**src/rtl/hatch_seq.sv**
```systemverilog
// hatch_seq: egg-hatching sequencer producing the dot-matrix pattern index and status flags.
// Optional macro HATCH_CHICK_ANIM_EN animates the DONE pattern between 9 and 10.
module hatch_seq #(
  parameter int unsigned CLK_HZ    = 1000,
  parameter int unsigned STAGE_SEC = 2,
  parameter int unsigned HATCH_SEC = 3,
  parameter int unsigned ALARM_SEC = 5
) (
  input  logic       clk,
  input  logic       rst,
  input  logic       st,
  input  logic       temp,
  output logic [3:0] num,
  output logic       busy,
  output logic       done,
  output logic       fail
);

  localparam int unsigned StageCyc = STAGE_SEC * CLK_HZ;
  localparam int unsigned AlarmCyc = ALARM_SEC * CLK_HZ;
  localparam int unsigned HatchCyc = HATCH_SEC * CLK_HZ;
  localparam int unsigned HalfCyc  = CLK_HZ / 2;

  // Guard against zero-width counters for degenerate parameter choices.
  localparam int unsigned DwellW = (StageCyc > 1) ? $clog2(StageCyc) : 1;
  localparam int unsigned BadW   = (AlarmCyc > 1) ? $clog2(AlarmCyc) : 1;
  localparam int unsigned HatchW = (HatchCyc > 1) ? $clog2(HatchCyc) : 1;
  localparam int unsigned PhaseW = (HalfCyc > 1) ? $clog2(HalfCyc) : 1;

  localparam logic [DwellW-1:0] DwellLast = DwellW'(StageCyc - 1);
  localparam logic [BadW-1:0]   BadLast   = BadW'(AlarmCyc - 1);
  localparam logic [HatchW-1:0] HatchLast = HatchW'(HatchCyc - 1);
  localparam logic [PhaseW-1:0] PhaseLast = PhaseW'(HalfCyc - 1);

  typedef enum logic [2:0] {
    StIdle,
    StGrow,
    StWarn,
    StHatch,
    StDone,
    StFail
  } state_e;

  state_e            state_q, state_d;
  logic [2:0]        stage_q, stage_d;
  logic [DwellW-1:0] dwell_q, dwell_d;
  logic [BadW-1:0]   bad_q, bad_d;
  logic [HatchW-1:0] hatch_q, hatch_d;
  logic [PhaseW-1:0] phase_q, phase_d;
  logic [3:0]        num_q, num_d;
  logic              busy_q, busy_d;
  logic              done_q, done_d;
  logic              fail_q, fail_d;

  always_comb begin
    state_d = state_q;
    stage_d = stage_q;
    dwell_d = dwell_q;
    bad_d   = bad_q;
    hatch_d = hatch_q;
    phase_d = phase_q;
    num_d   = num_q;

    if (!st) begin
      state_d = StIdle;
      stage_d = '0;
      dwell_d = '0;
      bad_d   = '0;
      hatch_d = '0;
      phase_d = '0;
      num_d   = 4'd0;
    end else begin
      case (state_q)
        StIdle: begin
          state_d = StGrow;
          stage_d = '0;
          dwell_d = '0;
          num_d   = 4'd0;
        end
        StGrow: begin
          // A temperature fault wins over stage advance; dwell holds this cycle.
          if (!temp) begin
            state_d = StWarn;
            bad_d   = '0;
            num_d   = 4'd8;
          end else if (dwell_q == DwellLast) begin
            dwell_d = '0;
            if (stage_q == 3'd5) begin
              state_d = StHatch;
              stage_d = '0;
              hatch_d = '0;
              phase_d = '0;
              num_d   = 4'd6;
            end else begin
              stage_d = stage_q + 3'd1;
              num_d   = {1'b0, stage_q + 3'd1};
            end
          end else begin
            dwell_d = dwell_q + DwellW'(1);
            num_d   = {1'b0, stage_q};
          end
        end
        StWarn: begin
          if (temp) begin
            state_d = StGrow;
            bad_d   = '0;
            num_d   = {1'b0, stage_q};
          end else if (bad_q == BadLast) begin
            state_d = StFail;
            bad_d   = '0;
            num_d   = 4'd11;
          end else begin
            bad_d = bad_q + BadW'(1);
            num_d = 4'd8;
          end
        end
        StHatch: begin
          if (hatch_q == HatchLast) begin
            state_d = StDone;
            hatch_d = '0;
            phase_d = '0;
            num_d   = 4'd9;
          end else begin
            hatch_d = hatch_q + HatchW'(1);
            if (phase_q == PhaseLast) begin
              phase_d = '0;
              num_d   = (num_q == 4'd6) ? 4'd7 : 4'd6;
            end else begin
              phase_d = phase_q + PhaseW'(1);
            end
          end
        end
        StDone: begin
`ifdef HATCH_CHICK_ANIM_EN
          if (phase_q == PhaseLast) begin
            phase_d = '0;
            num_d   = (num_q == 4'd9) ? 4'd10 : 4'd9;
          end else begin
            phase_d = phase_q + PhaseW'(1);
          end
`else
          num_d = 4'd9;
`endif
        end
        StFail: begin
          num_d = 4'd11;
        end
        default: begin
          state_d = StIdle;
          num_d   = 4'd0;
        end
      endcase
    end

    busy_d = (state_d == StGrow) || (state_d == StWarn) || (state_d == StHatch);
    done_d = (state_d == StDone);
    fail_d = (state_d == StFail);
  end

  always_ff @(posedge clk or posedge rst) begin
    if (rst) begin
      state_q <= StIdle;
      stage_q <= '0;
      dwell_q <= '0;
      bad_q   <= '0;
      hatch_q <= '0;
      phase_q <= '0;
      num_q   <= 4'd0;
      busy_q  <= 1'b0;
      done_q  <= 1'b0;
      fail_q  <= 1'b0;
    end else begin
      state_q <= state_d;
      stage_q <= stage_d;
      dwell_q <= dwell_d;
      bad_q   <= bad_d;
      hatch_q <= hatch_d;
      phase_q <= phase_d;
      num_q   <= num_d;
      busy_q  <= busy_d;
      done_q  <= done_d;
      fail_q  <= fail_d;
    end
  end

  assign num  = num_q;
  assign busy = busy_q;
  assign done = done_q;
  assign fail = fail_q;

endmodule

```
**config.mk**
```make
export PLATFORM = sky130hd
export DESIGN_NAME = hatch_seq
export DESIGN_NICKNAME = d
export VERILOG_FILES = /design/src/rtl/hatch_seq.sv
export SDC_FILE = /design/constraint.sdc
export NUM_CORES = 1
export LEC_CHECK = 0
export ABC_AREA = 1
export CAP_MARGIN = 20
export CORE_UTILIZATION = 50
export CTS_CLUSTER_DIAMETER = 80
export DETAILED_ROUTE_END_ITERATION = 7
export GPL_ROUTABILITY_DRIVEN = 0
export PLACE_DENSITY = 0.74
export SYNTH_ARGS = -nofsm -noshare
export SYNTH_HDL_FRONTEND = slang
export SYNTH_SLANG_ARGS = --single-unit
```
**constraint.sdc**
```tcl
create_clock -name clk -period 2.7 [get_ports clk]
set_input_delay 0.675 -clock clk [delete_from_list [all_inputs] [get_ports clk]]
set_output_delay 0.675 -clock clk [all_outputs]
set_load 0.05 [all_outputs]
```
==> results.ini <==
[setup_path]
start_kind=register
path_buf_inv=1
crit_slowest_cell=clkdlybuf4s50_1
cp_cell_sequence=clkdlybuf4s50_1
critPathLaunch=num[2]
critPathMaxStageDelay_ns=0.81
end_kind=primary output
path_class=register to primary output
cp_top_family=buffers and inverters
regToRegStartpoint=state_q[2]
critical_path_arrival_ns=1.52
reg2reg_slack_ns=0.87
required_ns=2.03
worst-path-max-fanout=3

[final_layout]
nets=484
regArea_sq_um=1450
drive_above_1_share_pct=14.4
diodes=0
syn_to_final_growth_pct=11.1
multi_input_comb_area_sq_um=1770
nFillCells=618

[synthesis]
synthCells=458
synth_cell_types=40
seq_area_frac_synth_pct=41.1
syn_area_sq_um=3530
ys_top_cells_by_count=106 x nand2_1, 58 x dfrtp_1, 54 x nor2_1, 52 x inv_1, 28 x nand3_1
synth_warnings=0
netlist.area_leader.share_pct=41.1
synth_edf_count=0
ys_top_cells_by_area=dfrtp_1 41%, nand2_1 11%, nor2_1 5.7%, inv_1 5.5%, nand3_1 4.0%
ys.flop_type=dfrtp_1
synth-seq-cells=58
synth_nets=466
yosysMostFrequentCell=nand2_1
synth_area_leader_cell=dfrtp_1
syn_area_per_cell_sq_um=7.71
async_flop_share_pct=100

[clocking]
path_clk_slew_ns=0.07
clkLatencyLatePin_ns=0.34
cts_tree=built
clock_path_buffers=2
cts_root_buf=clkbuf_8
post_cts_buffers=0
cts_resized=0
htree_levels=3
ctsHoldBuffers=0
numCtsBuffers=9
cts.sinks=58

[grt]
grt_first_pass_wirelength_mm=12.7
grt_max_degree=59
grt_pass1_vias=2859
antenna_found_initial=0
grt.overflow.total=0
grt_usage_pct=21.7

[pwr]
ir_worst_vdd_mv=0.406
intPower_mw=1.41
clkPwrFrac_pct=40.9
p_sw_share_pct=27.4
p_per_area_nw_per_um2=497
design_power_total_mw=1.95
p_switching_mw=0.534
p_seq_share_pct=45.9
p_leak_nw=1.83
p_comb_share_pct=13.2

[detailed_routing]
ant_nets=0
wl_mm=7.03
drt_iter0_markers=162
via_per_inst=5.06
wl_per_cell_microns=12.2
vias=2910
drtPass1Iterations=4
drc=0

[die]
placementRows=30
top_level_ports=11
die-width_microns=86.1
die-area_sq_um=7400
die_y_microns=86.1
start_util_pct=52.0
coreArea_sq_um=6790

[timing]
fin_skew_ns=0.00735
hold_viol_final=0
whs_ns=0.512
rsz0062_at_grt=no
setup_viol=0
post-route-min-period_ns=2.19
timing.final.crit_share_pct=81.2
tns_ns=0
slew_headroom_pct=65.6
tightestPinTransition_ns=0.515
drv_slew=0
fmaxAchievable_ghz=0.456

[worst_hold_path]
worstHoldStart=num[1]
hold_class=register to register

[place]
dp_hpwl_mm=4.98
port_buffers=10

[flow_run]
cap_violations=0

[run_status]
status=finished clean

-- placed cells by master, fill, tap and decap left out, drive strengths merged, types with 2 or more instances in the layout --
master / instances
nand2: 116
inv: 65
nor2: 63
dfrtp: 58
nand3: 33
o21ai: 33
nor3: 18
xor2: 14
nand4: 14
a21oi: 12
clkbuf: 11
clkdlybuf4s50: 10
o31ai: 5
ha: 4
buf: 4
and2: 2
nor3b: 2
xnor2: 2
a31oi: 2
clkinv: 2
nand3b: 2
-- registers in the layout, indices dropped and copies added, names as in the netlist --
name / cells
done: 1
phase_q: 9
busy: 1
bad_q: 13
state_q: 3
num: 4
stage_q: 3
dwell_q: 11
hatch_q: 12
fail: 1
-- worst reg2reg max path: cells and delay by family (launching register included) --
| kind | cells | cell delay, ns |
|---|---|---|
| simple gates | 5 | 0.72 |
| flops | 1 | 0.44 |
| buf+inv | 3 | 0.33 |
| compound gates | 1 | 0.28 |
-- metrics by stage --
step           setup WS (ns)  instance area, sq um  std cells  util (%)
5_1_grt                0.452                  3920        575      57.7
3_5_place_dp           0.268                  3730        561      54.9
2_1_floorplan          0.597                  3530        458         -
6_report               0.507                  3920        575      57.7
3_3_place_gp           0.308                  3730        561      54.9
4_1_cts                0.486                  3920        575      57.7
-- logic make-up (layout without fill, tap and decap cells) --
kind of cell,count (synthesis),count (layout),share of synthesized area (%)
AND/OR/NAND/NOR,251,251,35.4
buffers and inverters,72,93,8.86
flip-flops,58,58,41.1
AO/OA/AOI/OAI,57,57,9.32
XOR/XNOR,16,16,3.97
adder cells (fa/ha/maj),4,4,1.42
-- final cells by class --
cell class	instances	area share, %
Inverter	65	6.35
Timing Repair Buffer	14	3.64
Clock inverter	3	1.02
Clock buffer	11	3.86
Sequential cell	58	37.0
Multi-Input combinational cell	328	45.1
Tap cell	96	3.06
-- per-layer routing --
layer | vias up | global-route usage (%) | routed length (microns)
li1 | 1518 | - | -
met1 | 1325 | 28.9 | 3440
met2 | 57 | 34.1 | 3190
met3 | 10 | 6.93 | 312
met4 | 0 | 5.76 | 85
met5 | - | 0 | 0
-- path summary, 6_finish.rpt --
| check | depth (start not counted) | end |
|---|---|---|
| min in group asynchronous | 3 | num[0] |
| max in group asynchronous | 3 | hatch_q[3] |
| worst min-delay path | 2 | num[1] |
| worst min register to register | 2 | num[1] |
| worst max-delay path | 1 | num[2] |
| worst max register to register | 9 | done |
-- power by group through the flow --
stage	combinational, mW	sequential [mW]	clock (mW)
3_3_place_gp	0.252	0.911	0
4_1_cts	0.258	0.894	0.820
2_1_floorplan	0.195	0.924	0
3_5_place_dp	0.257	0.911	0
5_1_grt	0.288	0.897	0.848
6_report	0.256	0.895	0.797
No activity file was read; power rests on OpenSTA's default activity.
